`src/rtl/gpio_flt_pkg.sv`:
```
// Shared constants and the effective-filter-length helper for the GPIO input filter.
package gpio_flt_pkg;

  localparam int GPIO_FLT_MAX_BITS  = 32;
  localparam int GPIO_FLT_MAX_CNT_W = 32;

  // Lengths are widened to the maximum counter width so one helper serves any CNT_W.
  typedef logic [GPIO_FLT_MAX_CNT_W-1:0] flt_len_ext_t;

  function automatic flt_len_ext_t eff_len(input logic en, input flt_len_ext_t len);
    return (en && (len != '0)) ? len : flt_len_ext_t'(1);
  endfunction

endpackage

```
`src/rtl/gpio_flt_bit.sv`:
```
// One GPIO pin: two-flop synchroniser, stability counter, filtered level and edge pulses.
// Edge pulse flops exist only when GPIO_IN_FILTER_EDGE_EN is defined.
module gpio_flt_bit
  import gpio_flt_pkg::*;
#(
  parameter int CNT_W = 8
) (
  input  logic             clk,
  input  logic             rstn,
  input  logic             pad,
  input  logic             flt_en,
  input  logic [CNT_W-1:0] flt_len,
  output logic             din,
  output logic             rise,
  output logic             fall
);

  typedef logic [CNT_W-1:0] flt_cnt_t;

  logic         s1;
  logic         s2;
  flt_cnt_t     cnt;
  flt_len_ext_t len_eff;
  logic         commit;

  assign len_eff = eff_len(flt_en, flt_len_ext_t'(flt_len));
  // Live threshold compare with >= so a lowered length commits an over-threshold count at once.
  assign commit  = (s2 != din) && (flt_len_ext_t'(cnt) >= (len_eff - flt_len_ext_t'(1)));

  always_ff @(posedge clk or negedge rstn) begin
    if (!rstn) begin
      s1 <= 1'b0;
      s2 <= 1'b0;
    end else begin
      s1 <= pad;
      s2 <= s1;
    end
  end

  always_ff @(posedge clk or negedge rstn) begin
    if (!rstn) begin
      cnt <= '0;
      din <= 1'b0;
    end else if (s2 == din) begin
      cnt <= '0;
    end else if (commit) begin
      din <= s2;
      cnt <= '0;
    end else begin
      cnt <= cnt + flt_cnt_t'(1);
    end
  end

`ifdef GPIO_IN_FILTER_EDGE_EN
  always_ff @(posedge clk or negedge rstn) begin
    if (!rstn) begin
      rise <= 1'b0;
      fall <= 1'b0;
    end else begin
      rise <= commit & s2;
      fall <= commit & ~s2;
    end
  end
`else
  assign rise = 1'b0;
  assign fall = 1'b0;
`endif

endmodule

```
`src/rtl/gpio_in_filter.sv`:
```
// GPIO input conditioning: per-pin synchroniser and glitch filter feeding gpioi_din.
// Define GPIO_IN_FILTER_EDGE_EN to build the rise_o/fall_o pulse flops; otherwise they are tied low.
module gpio_in_filter
  import gpio_flt_pkg::*;
#(
  parameter int NBITS = 8,
  parameter int CNT_W = 8
) (
  input  logic             clk,
  input  logic             rstn,
  input  logic [NBITS-1:0] pad_i,
  input  logic [NBITS-1:0] flt_en_i,
  input  logic [CNT_W-1:0] flt_len_i,
  output logic [NBITS-1:0] din_o,
  output logic [NBITS-1:0] rise_o,
  output logic [NBITS-1:0] fall_o
);

  if (NBITS < 1 || NBITS > GPIO_FLT_MAX_BITS || CNT_W < 1 || CNT_W > GPIO_FLT_MAX_CNT_W) begin : g_param_check
    $error("gpio_in_filter: NBITS must be 1..32 and CNT_W 1..32");
  end

  for (genvar i = 0; i < NBITS; i++) begin : g_pin
    gpio_flt_bit #(
      .CNT_W(CNT_W)
    ) u_bit (
      .clk    (clk),
      .rstn   (rstn),
      .pad    (pad_i[i]),
      .flt_en (flt_en_i[i]),
      .flt_len(flt_len_i),
      .din    (din_o[i]),
      .rise   (rise_o[i]),
      .fall   (fall_o[i])
    );
  end

endmodule

```
`config.mk`:
```
export PLATFORM = sky130hd
export DESIGN_NAME = gpio_in_filter
export DESIGN_NICKNAME = d
export VERILOG_FILES = /design/src/rtl/gpio_flt_pkg.sv /design/src/rtl/gpio_flt_bit.sv /design/src/rtl/gpio_in_filter.sv
export SDC_FILE = /design/constraint.sdc
export NUM_CORES = 1
export LEC_CHECK = 0
export ABC_AREA = 1
export CORE_UTILIZATION = 60
export DETAILED_ROUTE_END_ITERATION = 8
export GPL_TIMING_DRIVEN = 0
export PLACE_DENSITY = 0.78
export SLEW_MARGIN = 20
export SYNTH_ARGS = -nofsm -noshare
export SYNTH_HDL_FRONTEND = slang
export SYNTH_SLANG_ARGS = --single-unit
```
`constraint.sdc`:
```
create_clock -name clk -period 3.64 [get_ports clk]
set_input_delay 0.91 -clock clk [delete_from_list [all_inputs] [get_ports clk]]
set_output_delay 0.91 -clock clk [all_outputs]
set_load 0.02 [all_outputs]
```
==> metrics.md <==
| Metric | Value |
|---|---|
| Outcome | `complete, no violations` |
| Xor and xnor fraction of the mapped netlist area | `0.0501` |
| Core area | `11100 sq um` |
| Number of library cell types mapped by synthesis | `34` |
| Crit Reg-Reg Endpoint | `g_pin[6].u_bit.cnt[6]` |
| Placed instance area | `7540 sq um` |
| DRT Wirelength | `13500 microns` |
| Maximum number of pins on one net before global-route repair | `48` |
| Async SR Flop Fraction | `1.00` |
| Relative contribution of sequential cells to total power | `0.368` |
| Final instance area | `7920 sq um` |
| Static leakage | `4.53 nW` |
| Synth Instances | `963` |
| Fraction of the mapped netlist area in compound gates | `0.0615` |
| Seq cells post-synth | `88` |
| Internal Pwr Total | `2.14 mW` |
| Remaining Overflow, GRT | `0` |
| Detailed Route Iter0 Violations | `263` |
| Proportion of power drawn by the clock network | `0.271` |
| Final cell count without fillers | `1168` |
| Total routing usage reported by global routing | `0.248` |
| Worst slew margin relative to its limit | `0.411` |
| Depth of the worst register-to-register path | `12` |
| Areal power density over the cells | `422 nW/um^2` |
| Count of warnings emitted by yosys | `0` |
| Path type of the worst min-delay path | `reg2reg` |
| Area of the die | `12000 sq um` |
| Number of enable flip-flop cells after synthesis | `0` |
| Element type at the critical path end | `flop` |
| Power share of the combinational group | `0.361` |
| Fraction of final layout cells with drive strength greater than 1 | `0.104` |
| Critical path class | `in2reg` |
| Worst hold slack after final layout | `0.347 ns` |
| Post-detailed-route via-to-cell ratio | `5.01` |
| Number of failing setup endpoints in the final timing report | `0` |
| Die span in x | `110 microns` |
| Switching portion of total power | `0.361` |
| Placed cell count | `1151` |
| Simple-gate portion of the synthesized area | `0.294` |
| Maximum ir drop on the vdd rail | `0.371 mV` |
| Post-synthesis adder-cell area fraction | `0.146` |
| Count of buffers inserted at the top-level ports | `32` |
| DRC errors left | `0` |
| Post-synthesis mux area share | `0` |
| Clock transition time at the flip-flop clock pins of the worst setup and hold paths | `0.06 ns` |
| Setup slack of the most critical reg-to-reg path | `1.96 ns` |
| Detailed-routing iteration count for the pre-antenna-repair pass | `4` |
| Share of the yosys chip area belonging to registers | `0.316` |
| Dominant synthesized flop cell | `sky130_fd_sc_hd__dfrtp_1` |
| Max-cap violations | `0` |
| Ports placed on the boundary | `50` |
| Worst hold path startpoint | `g_pin[2].u_bit.s1` |
| Rows | `38` |
| Maximum achievable frequency | `0.292 GHz` |
| Main combinational cell family by area after synthesis | `simple AND/OR/NAND/NOR gates` |
| Area delta synth->final | `13.7%` |
| Final Net Count | `1131` |
| Largest clock skew in the final design | `0.00607 ns` |
| Hold Violations, Final | `0` |
| Period Utilization, post-route | `0.940` |
| Root buffer cell | `sky130_fd_sc_hd__clkbuf_16` |
| Minimum period implied by the final worst setup slack | `3.42 ns` |
| Diodes inserted | `0` |
| Required time worst endpoint | `3.88 ns` |
| CTS sink count | `88` |
| Beginning of the worst register-to-register path | `g_pin[6].u_bit.cnt[3]` |
| Post-Syn Area | `6960 sq um` |
| Skew-Pair Late Insertion Delay | `0.35 ns` |
| Initial antenna violation count | `0` |
| Switch Pwr | `1.21 mW` |
| Number of routed nets with antenna violations | `0` |
| First-pass GRT wire length | `23300 microns` |
| Destination of the worst hold path | `g_pin[2].u_bit.s2` |
| Hold path depth | `0` |
| Initial Utilization | `0.628` |
| CP Launch Type | `input port` |
| Worst EP arrival | `3.66 ns` |
| Vert. Die Dim | `110 microns` |
| Number of global-route vias before repair | `5447` |
| TritonCTS clock tree | `done` |
| Count of hold-fix buffers inserted at cts | `0` |
| Dpl hpwl | `10200 microns` |
| Final Total Pwr | `3.34 mW` |
| Final Max Tran Viols | `0` |
| Clock buffer depth | `2` |
| Average wire per standard cell | `11.6 microns` |
| Final-layout fill cell count | `937` |
| Post-route core utilization | `0.715` |
| Per-instance average area after synthesis | `7.23 sq um` |
| Count of H-tree levels built during CTS | `3` |
| Cts bufs inserted | `9` |
| Worst Path Max Fanout | `6` |
| GPL Wtd Cong | `0.846` |
| Routed via count | `5854` |
| Slew at the pin closest to its max-slew limit | `0.877 ns` |
## worst max path at each step
stage / from / end / slack (ns) / depth (start not counted)
after floorplan: flt_len_i[7] / g_pin[7].u_bit.din / 0.56 / 19
after global placement: rstn / g_pin[7].u_bit.s1 / -1.58 / 1
after detailed placement: flt_len_i[5] / g_pin[5].u_bit.din / -0.40 / 16
after CTS: flt_len_i[3] / g_pin[2].u_bit.cnt[6] / 0.06 / 17
after global routing: flt_len_i[5] / g_pin[7].u_bit.cnt[4] / -0.007 / 20
final: flt_len_i[5] / g_pin[1].u_bit.cnt[4] / 0.22 / 20
## registers in the layout (all words and copies together) (netlist names)
| signal | count |
|---|---|
| g_pin.u_bit.cnt | 64 |
| g_pin.u_bit.din | 8 |
| g_pin.u_bit.s1 | 8 |
| g_pin.u_bit.s2 | 8 |
## routing by layer
layer | track usage | vias to the layer above | part of all wire
met3 | 0.0344 | 13 | 0.024
met5 | 0 | - | 0
met2 | 0.423 | 53 | 0.48
li1 | - | 3103 | -
met1 | 0.318 | 2685 | 0.48
met4 | 0.0971 | 0 | 0.015
## cell usage after synthesis (2+ instances only)
cell type / count / area share
sky130_fd_sc_hd__buf_2: 3 / 0.0022
sky130_fd_sc_hd__inv_1: 179 / 0.097
sky130_fd_sc_hd__o21a_1: 2 / 0.0022
sky130_fd_sc_hd__xor2_1: 30 / 0.038
sky130_fd_sc_hd__ha_1: 81 / 0.15
sky130_fd_sc_hd__a21oi_1: 41 / 0.029
sky130_fd_sc_hd__o21ai_2: 2 / 0.0025
sky130_fd_sc_hd__a21o_1: 8 / 0.0086
sky130_fd_sc_hd__nor2_4: 5 / 0.0081
sky130_fd_sc_hd__o21ai_1: 6 / 0.0043
sky130_fd_sc_hd__nand4_1: 32 / 0.029
sky130_fd_sc_hd__nand2_1: 236 / 0.13
sky130_fd_sc_hd__inv_2: 11 / 0.0059
sky130_fd_sc_hd__nand2_2: 11 / 0.0099
sky130_fd_sc_hd__o21ai_0: 17 / 0.012
sky130_fd_sc_hd__nand2_4: 4 / 0.0065
sky130_fd_sc_hd__nand3_2: 2 / 0.0029
sky130_fd_sc_hd__nor3_1: 25 / 0.018
sky130_fd_sc_hd__buf_4: 25 / 0.027
sky130_fd_sc_hd__nor2_1: 93 / 0.050
sky130_fd_sc_hd__dfrtp_1: 88 / 0.32
sky130_fd_sc_hd__nor4_1: 2 / 0.0018
sky130_fd_sc_hd__xnor2_1: 8 / 0.010
sky130_fd_sc_hd__nor2_2: 7 / 0.0063
sky130_fd_sc_hd__nand3_1: 36 / 0.026
## critical path: stages
cell and delay (ns):
sky130_fd_sc_hd__clkdlybuf4s50_1 0.53, sky130_fd_sc_hd__nor2_1 0.08, sky130_fd_sc_hd__nand2_2 0.14, sky130_fd_sc_hd__inv_2 0.08, sky130_fd_sc_hd__nand2_8 0.11, sky130_fd_sc_hd__nand2_2 0.09
sky130_fd_sc_hd__inv_2 0.11, sky130_fd_sc_hd__nand3_2 0.09, sky130_fd_sc_hd__nor2_1 0.12, sky130_fd_sc_hd__ha_1 0.24, sky130_fd_sc_hd__ha_1 0.29, sky130_fd_sc_hd__nand2_1 0.07
sky130_fd_sc_hd__nor2_1 0.14, sky130_fd_sc_hd__nand2_1 0.07, sky130_fd_sc_hd__nand2_1 0.05, sky130_fd_sc_hd__nand2_1 0.10, sky130_fd_sc_hd__nand2_1 0.10, sky130_fd_sc_hd__nand2_1 0.14
sky130_fd_sc_hd__nand2_1 0.12, sky130_fd_sc_hd__inv_1 0.05
## power groups by stage
| stage | Combinational, mW | Clock [mW] | Sequential [mW] |
|---|---|---|---|
| 2_1_floorplan | 0.883 | 0 | 1.22 |
| 4_1_cts | 1.19 | 0.931 | 1.23 |
| 6_report | 1.21 | 0.906 | 1.23 |
| 3_3_place_gp | 1.15 | 0 | 1.24 |
| 5_1_grt | 1.40 | 0.965 | 1.25 |
| 3_5_place_dp | 1.18 | 0 | 1.25 |
## timing repair
action,in CTS,in global routing
buffers inserted,0,2
pin swaps,0,4
resized for setup,1,24
endpoints found under the setup margin,11,48
## through the flow
| stage | setup TNS [ns] | worst slack [ns] |
|---|---|---|
| after global routing | -0.00694 | -0.00689 |
| after floorplan | 0 | 0.555 |
| final | 0 | 0.217 |
| after CTS | 0 | 0.0574 |
| after detailed placement | -13.59 | -0.402 |
| after global placement | -149.69 | -1.58 |
## cells in the final DEF, fill, tap and decap left out, types with 4 or more instances in the layout
cell and instances:
sky130_fd_sc_hd__ha_1 80, sky130_fd_sc_hd__nand2_4 4, sky130_fd_sc_hd__dlymetal6s2s_1 4, sky130_fd_sc_hd__inv_2 11, sky130_fd_sc_hd__a21o_1 8, sky130_fd_sc_hd__nor3_1 24, sky130_fd_sc_hd__o21ai_1 6, sky130_fd_sc_hd__nor2_4 8
sky130_fd_sc_hd__clkbuf_16 9, sky130_fd_sc_hd__a21oi_1 40, sky130_fd_sc_hd__nand4_1 32, sky130_fd_sc_hd__xor2_1 30, sky130_fd_sc_hd__nand3_1 36, sky130_fd_sc_hd__buf_4 29, sky130_fd_sc_hd__conb_1 16, sky130_fd_sc_hd__clkdlybuf4s50_1 27
sky130_fd_sc_hd__nand2_2 19, sky130_fd_sc_hd__nand2_1 228, sky130_fd_sc_hd__dfrtp_1 88, sky130_fd_sc_hd__o21ai_0 17, sky130_fd_sc_hd__inv_1 179, sky130_fd_sc_hd__nor2_1 90, sky130_fd_sc_hd__xnor2_1 8, sky130_fd_sc_hd__nor2_2 7
## final cells by class
type	instances	area, sq um	area share
Inverter	190	713	0.0901
Clock buffer	12	246	0.0311
Tap cell	140	175	0.0221
Multi-Input combinational cell	671	3960	0.500
Sequential cell	88	2200	0.278
Buffer	29	210	0.0265
Timing Repair Buffer	35	370	0.0468
Clock inverter	3	42.5	0.00537
## cell families after synthesis
kind of cell,Yosys count
AOI/OAI and AO/OA,78
adders and majority gates,81
buffers and inverters,219
other,1
DFF,88
and+or+nand+nor,457
xor gates and xnor gates,39
Power figures use the tool's default switching activity.
